<file path="config.mk">
export PLATFORM = sky130hd
export DESIGN_NAME = cpu_trace_unit
export DESIGN_NICKNAME = d
export VERILOG_FILES = /design/src/rtl/cpu_trace_pkg.sv /design/src/rtl/cpu_trace_unit_fifo.sv /design/src/rtl/cpu_trace_unit.sv
export SDC_FILE = /design/constraint.sdc
export NUM_CORES = 2
export LEC_CHECK = 0
export BUFFER_PORTS_ARGS = -buffer_cell sky130_fd_sc_hd__buf_4
export CAP_MARGIN = 20
export CORE_MARGIN = 10
export CORE_UTILIZATION = 52
export CTS_CLUSTER_SIZE = 14
export DETAILED_ROUTE_END_ITERATION = 10
export PLACE_DENSITY = 0.79
export SLEW_MARGIN = 15
export SYNTH_ARGS = -nofsm -noshare
export SYNTH_HDL_FRONTEND = slang
export SYNTH_SLANG_ARGS = --single-unit
</file>
<file path="constraint.sdc">
create_clock -name clk -period 21.3 [get_ports clk]
set_clock_uncertainty 0.2 [all_clocks]
set_input_delay 5.325 -clock clk [delete_from_list [all_inputs] [get_ports clk]]
set_output_delay 5.325 -clock clk [all_outputs]
set_load 0.05 [all_outputs]
</file>
<file path="src/rtl/cpu_trace_pkg.sv">
// Shared types for the retire-trace recorder: event codes, FSM states and the
// packed FIFO entry layout.
package cpu_trace_pkg;

  localparam int TRACE_DW = 16;
  localparam int TRACE_AW = 16;
  localparam int TRACE_CW = 32;

  localparam logic [1:0] EV_REG   = 2'd0;
  localparam logic [1:0] EV_LOAD  = 2'd1;
  localparam logic [1:0] EV_STORE = 2'd2;
  localparam logic [1:0] EV_HALT  = 2'd3;

  typedef enum logic [1:0] {
    RUN     = 2'd0,
    HALTED  = 2'd1,
    TIMEOUT = 2'd2
  } traceState_t;

  typedef struct packed {
    logic [1:0]          evType;
    logic [TRACE_AW-1:0] tag;
    logic [TRACE_DW-1:0] data;
    logic [TRACE_CW-1:0] cycle;
  } traceEntry_t;

endpackage

</file>
<file path="src/rtl/cpu_trace_unit_fifo.sv">
// Circular FIFO that accepts up to three writes and one read per clock.
// The caller guarantees wrCount never exceeds the reported free count.
module trace_fifo_mw #(
  parameter int W     = 8,
  parameter int DEPTH = 16
) (
  input  logic                         clk,
  input  logic                         rst_n,
  input  logic [1:0]                   wrCount,
  input  logic [2:0][W-1:0]            wrData,
  input  logic                         rdEn,
  output logic [W-1:0]                 rdData,
  output logic [$clog2(DEPTH+1)-1:0]   level,
  output logic [$clog2(DEPTH+1)-1:0]   free
);

  localparam int PW = $clog2(DEPTH);
  localparam int LW = $clog2(DEPTH+1);

  logic [W-1:0]  mem [DEPTH];
  logic [PW-1:0] wptr, rptr;
  logic          doPop;

  assign doPop  = rdEn && (level != '0);
  assign rdData = mem[rptr];
  assign free   = LW'(DEPTH) - level;

  // Write slots land at consecutive addresses, wrapping naturally with the pointer width
  always_ff @(posedge clk) begin
    for (int i = 0; i < 3; i++) begin
      if (2'(i) < wrCount) mem[wptr + PW'(i)] <= wrData[i];
    end
  end

  always_ff @(posedge clk) begin
    if (!rst_n) begin
      wptr  <= '0;
      rptr  <= '0;
      level <= '0;
    end else begin
      wptr  <= wptr + PW'(wrCount);
      if (doPop) rptr <= rptr + PW'(1);
      level <= level + LW'(wrCount) - LW'(doPop);
    end
  end

endmodule

</file>
<file path="src/rtl/cpu_trace_unit.sv">
// Retire-trace recorder: captures writeback, memory and halt events into a
// timestamped queue and keeps cycle/instruction/drop counters plus a watchdog.
module cpu_trace_unit
  import cpu_trace_pkg::*;
#(
  parameter int DW         = TRACE_DW,
  parameter int AW         = TRACE_AW,
  parameter int RW         = 4,
  parameter int DEPTH      = 16,
  parameter int CW         = TRACE_CW,
  parameter int MAX_CYCLES = 100000
) (
  input  logic                       clk,
  input  logic                       rst_n,
  input  logic                       trace_en,
  input  logic                       wb_reg_write,
  input  logic [RW-1:0]              wb_reg,
  input  logic [DW-1:0]              wb_data,
  input  logic                       mem_read,
  input  logic                       mem_write,
  input  logic [AW-1:0]              mem_addr,
  input  logic [DW-1:0]              mem_wdata,
  input  logic [DW-1:0]              mem_rdata,
  input  logic                       halt,
  output logic                       ev_valid,
  input  logic                       ev_ready,
  output logic [1:0]                 ev_type,
  output logic [AW-1:0]              ev_tag,
  output logic [DW-1:0]              ev_data,
  output logic [CW-1:0]              ev_cycle,
  output logic [$clog2(DEPTH+1)-1:0] fifo_level,
  output logic [CW-1:0]              cycle_count,
  output logic [CW-1:0]              inst_count,
  output logic [CW-1:0]              drop_count,
  output logic                       overflow,
  output logic                       proto_err,
  output logic                       halted,
  output logic                       timeout
);

  localparam int            LW    = $clog2(DEPTH+1);
  localparam logic [CW-1:0] LIMIT = CW'(MAX_CYCLES - 1);

  traceState_t       state, stateNext;
  logic [CW-1:0]     cycleCount, instCount, dropCount;
  logic              overflowFlag, protoErrFlag;
  logic              running, capture, fits;
  logic [1:0]        nEvents, wrCount;
  traceEntry_t [2:0] slots;
  traceEntry_t       head;
  logic [LW-1:0]     level, free;

  function automatic logic [CW-1:0] satAdd(input logic [CW-1:0] v, input logic [1:0] n);
    logic [CW:0] sum;
    sum = {1'b0, v} + (CW+1)'(n);
    return sum[CW] ? '1 : sum[CW-1:0];
  endfunction

  assign running = (state == RUN);
  assign capture = running && trace_en;

  always_comb begin
    stateNext = state;
    case (state)
      RUN: begin
        if (halt)                     stateNext = HALTED;
        else if (cycleCount == LIMIT) stateNext = TIMEOUT;
      end
      default: stateNext = state;
    endcase
  end

  // Events are packed into consecutive slots in REG, MEM, HALT order
  always_comb begin
    slots   = '0;
    nEvents = 2'd0;
    if (wb_reg_write) begin
      slots[nEvents] = '{evType: EV_REG, tag: AW'(wb_reg), data: wb_data, cycle: cycleCount};
      nEvents = nEvents + 2'd1;
    end
    if (mem_write) begin
      slots[nEvents] = '{evType: EV_STORE, tag: mem_addr, data: mem_wdata, cycle: cycleCount};
      nEvents = nEvents + 2'd1;
    end else if (mem_read) begin
      slots[nEvents] = '{evType: EV_LOAD, tag: mem_addr, data: mem_rdata, cycle: cycleCount};
      nEvents = nEvents + 2'd1;
    end
    if (halt) begin
      slots[nEvents] = '{evType: EV_HALT, tag: '0, data: '0, cycle: cycleCount};
      nEvents = nEvents + 2'd1;
    end
  end

  assign fits    = LW'(nEvents) <= free;
  assign wrCount = (capture && fits) ? nEvents : 2'd0;

  trace_fifo_mw #(
    .W     ($bits(traceEntry_t)),
    .DEPTH (DEPTH)
  ) u_fifo (
    .clk     (clk),
    .rst_n   (rst_n),
    .wrCount (wrCount),
    .wrData  (slots),
    .rdEn    (ev_valid && ev_ready),
    .rdData  (head),
    .level   (level),
    .free    (free)
  );

  always_ff @(posedge clk) begin
    if (!rst_n) begin
      state        <= RUN;
      cycleCount   <= '0;
      instCount    <= '0;
      dropCount    <= '0;
      overflowFlag <= 1'b0;
      protoErrFlag <= 1'b0;
    end else begin
      state <= stateNext;
      if (running) begin
        cycleCount <= satAdd(cycleCount, 2'd1);
        if (halt || wb_reg_write || mem_write) instCount <= satAdd(instCount, 2'd1);
        if (mem_read && mem_write) protoErrFlag <= 1'b1;
      end
      // A burst that does not fit is discarded whole
      if (capture && !fits) begin
        dropCount    <= satAdd(dropCount, nEvents);
        overflowFlag <= 1'b1;
      end
    end
  end

  assign ev_valid    = (level != '0);
  assign ev_type     = head.evType;
  assign ev_tag      = head.tag;
  assign ev_data     = head.data;
  assign ev_cycle    = head.cycle;
  assign fifo_level  = level;
  assign cycle_count = cycleCount;
  assign inst_count  = instCount;
  assign drop_count  = dropCount;
  assign overflow    = overflowFlag;
  assign proto_err   = protoErrFlag;
  assign halted      = (state == HALTED);
  assign timeout     = (state == TIMEOUT);

endmodule
</file>
==> flow_summary_export.csv <==
group,metric,value,unit
clock_network,clockBufferDepth,3,
global_routing,grt_pass1_wl,274000,µm
routing,wl_per_cell,28.6,µm
sta,slew_viol_final,0,
routing,drt_iter0_drc,7412,
global_routing,grt_pass1_vias,42400,
outcome,status,"finished clean",
clock_network,cts_hold_buf,0,
synth,yosysUniqueCellTypes,87,
clock_network,tritoncts,"built",
sta,fin_crit,10760,ps
synth,yosys_warnings,0,
synth,syn-num-nets,4975,
global_routing,grt.total_usage,28.3,%
global_routing,met3_usage,9.13,%
sta,fmax,92.9,MHz
routing,antenna_left,0,
setup_path,worstPathArrival,10880,ps
power,p_comb_share,26.1,%
synth,yosys_register_bits,1173,
global_routing,grt_util_met2,43.0,%
power,seqPwrFrac,42.2,%
synth,synthFlopType,"edfxtp_1",
sta,holdWs,279,ps
min_path,min-delay-path-class,"reg2reg",
clock_network,root_buffer,"clkbuf_16",
finish,final_layout_size_suffix_gt1_share,19.9,%
finish,multiInputGateArea,23800,µm²
sta,tns,0,ps
setup_path,cp_max_fo,49,
power,swShare,31.2,%
die,start_util,52.2,%
finish,layout_common_cells,"edfxtp_1 (1,056), nand2_1 (645), a21oi_1 (509)",
global_routing,grt_max_degree,153,
placed_design,place.gp.congestion,0.934,
clock_network,ctsResizeCount,0,
clock_network,htree_levels,3,
die,die_area,128000,µm²
routing,vias_per_cell,6.62,
die,core,114000,µm²
synth,async_flop_share,0,%
power,irDropWorstVdd,79.0,µV
routing,routed_wl,186000,µm
sta,relSlewSlack,22.6,%
power,powerDensity,95.4,nW/µm²
finish,final_area,66700,µm²
clock_network,clkSinkCount,1173,
setup_path,crit_type,"in2reg",
sta,final.period_utilization,50.5,%
power,p_leak,22.7,nW
placed_design,post-place-ws,9940,ps
synth,syn_avg_cell_area,12.2,µm²
die,rows,124,
setup_path,worst_r2r_path_depth,11,
finish,syn_to_final_growth,12.2,%
global_routing,antenna_found_initial,10,
setup_path,worstSetupEndpointType,"register",
synth,postSynthCellCount,4872,
clock_network,clk_latency,730,ps
routing,first_pass_iters,7,
sta,hold_violations,0,
clock_network,postCtsSetupBuffers,0,
finish,seqCellArea,34100,µm²
setup_path,critical_path_required,21420,ps
global_routing,grt_overflow_total,0,
power,p_switching,0.00199,W
synth,synth_edf_count,1056,
placed_design,io_buffers,247,
power,clkPwrFrac,31.7,%
placed_design,hpwl,111000,µm
power,p_int,0.00438,W
routing,vias,43000,
sta,setup_violations,0,
die,io_pins,248,
finish,mostFrequentLayoutCell,"edfxtp_1",
job,drv_cap,0,
finish,fillers,8653,
die,die_w,358,µm
synth,seq_area_frac_synth,57.3,%
synth,synth_area,59500,µm²
min_path,holdPathStages,2,
sta,final.setup.worst_slack,10540,ps
finish,final_nets,4981,
setup_path,r2r_setup_slack,16040,ps
clock_network,cts_buffers,116,
global_routing,top_usage_layer,"met2",
die,die_h,358,µm
power,power,0.00636,W
sta,worst_slew_pin_slew,1160,ps
global_routing,gr-usage-met1,37.0,%
placed_design,placed_cell_area,62900,µm²
setup_path,setup.worst_path.start_class,"input port",
sta,rsz0062_at_grt,"no",
routing,drc,0,
clock_network,clk_pin_slew_worst_paths,60,ps
-- Yosys cell counts, types with 59 or more instances --
cell type / instances / area (µm²)
mux2i_1: 200 / 2000
nor2_1: 426 / 1600
nand3_1: 67 / 335
dfxtp_1: 117 / 2340
a21oi_1: 516 / 2580
clkbuf_1: 390 / 1460
mux4_2: 330 / 7430
a21boi_0: 79 / 593
edfxtp_1: 1056 / 31700
and2_1: 201 / 1260
nand2_1: 645 / 2420
o21ai_0: 59 / 295
nor2b_1: 254 / 1590
-- path summary, 6_finish.rpt --
check / start / to
max: wb_reg_write / u_fifo.mem[6][22]
min: overflow / overflow
max reg2reg: u_fifo.level[0] / u_fifo.mem[6][22]
min reg2reg: overflow / overflow
-- power by group through the flow --
stage | registers (W) | logic [W] | clock network, W
floorplan | 0.00271 | 0.00116 | 0
global placement | 0.00273 | 0.00163 | 0
detailed placement | 0.00273 | 0.00164 | 0
CTS | 0.00268 | 0.00165 | 0.00202
global route | 0.00269 | 0.00174 | 0.00210
finish | 0.00268 | 0.00166 | 0.00202
-- per-layer routing --
layer,vias up,wire [µm]
li1,17700,-
met1,21000,63600
met2,3640,84800
met3,576,28500
met4,14,8750
met5,-,97
-- logic make-up (layout without fill, tap and decap cells) --
logic type / after synthesis / count (layout) / share of synthesized area, %
flops: 1173 / 1173 / 57.3
buf+inv: 545 / 653 / 3.59
mux: 532 / 532 / 15.9
other cells: 0 / 2 / 0
compound gates: 751 / 751 / 7.38
simple gates: 1767 / 1767 / 14.1
fa+ha+maj: 27 / 27 / 0.606
xor+xnor: 77 / 77 / 1.15
-- layout make-up --
cell class                 count  area share [%]
clock buffer                 155            4.78
clock inverter                65           0.758
tap                         1512            2.84
sequential                  1173            51.1
inverter                      41           0.233
antenna                        2         0.00750
timing repair buffer         392            4.67
multi-input combinational   3154            35.6
-- sequential cells by signal (all words and copies together) (netlist names), named ones only --
| signal | cells |
|---|---|
| u_fifo.mem | 1056 |
| cycle_count | 32 |
| inst_count | 32 |
| u_fifo.level | 5 |
| proto_err | 1 |
| overflow | 1 |
| u_fifo.rptr | 4 |
| u_fifo.wptr | 4 |
| state | 2 |
| drop_count | 32 |
-- critical path, stage by stage --
cell and delay [ps]:
buf_4 370, clkinv_1 190, ha_1 350, mux2i_2 210
ha_1 290, nand2_1 100, o21ai_2 70, inv_1 190
ha_1 280, nor2b_1 150, o221ai_1 620, o21ai_1 200
a21oi_1 360, nand2_1 340, o21ai_4 830, buf_4 900
-- per-stage QoR --
step	utilization, %	std cells
3_5_place_dp	55.2	6261
5_1_grt	58.6	6492
6_report	58.6	6494
2_1_floorplan	-	4872
3_3_place_gp	55.1	6254
4_1_cts	58.4	6481
No activity file was read; power rests on OpenSTA's default activity.
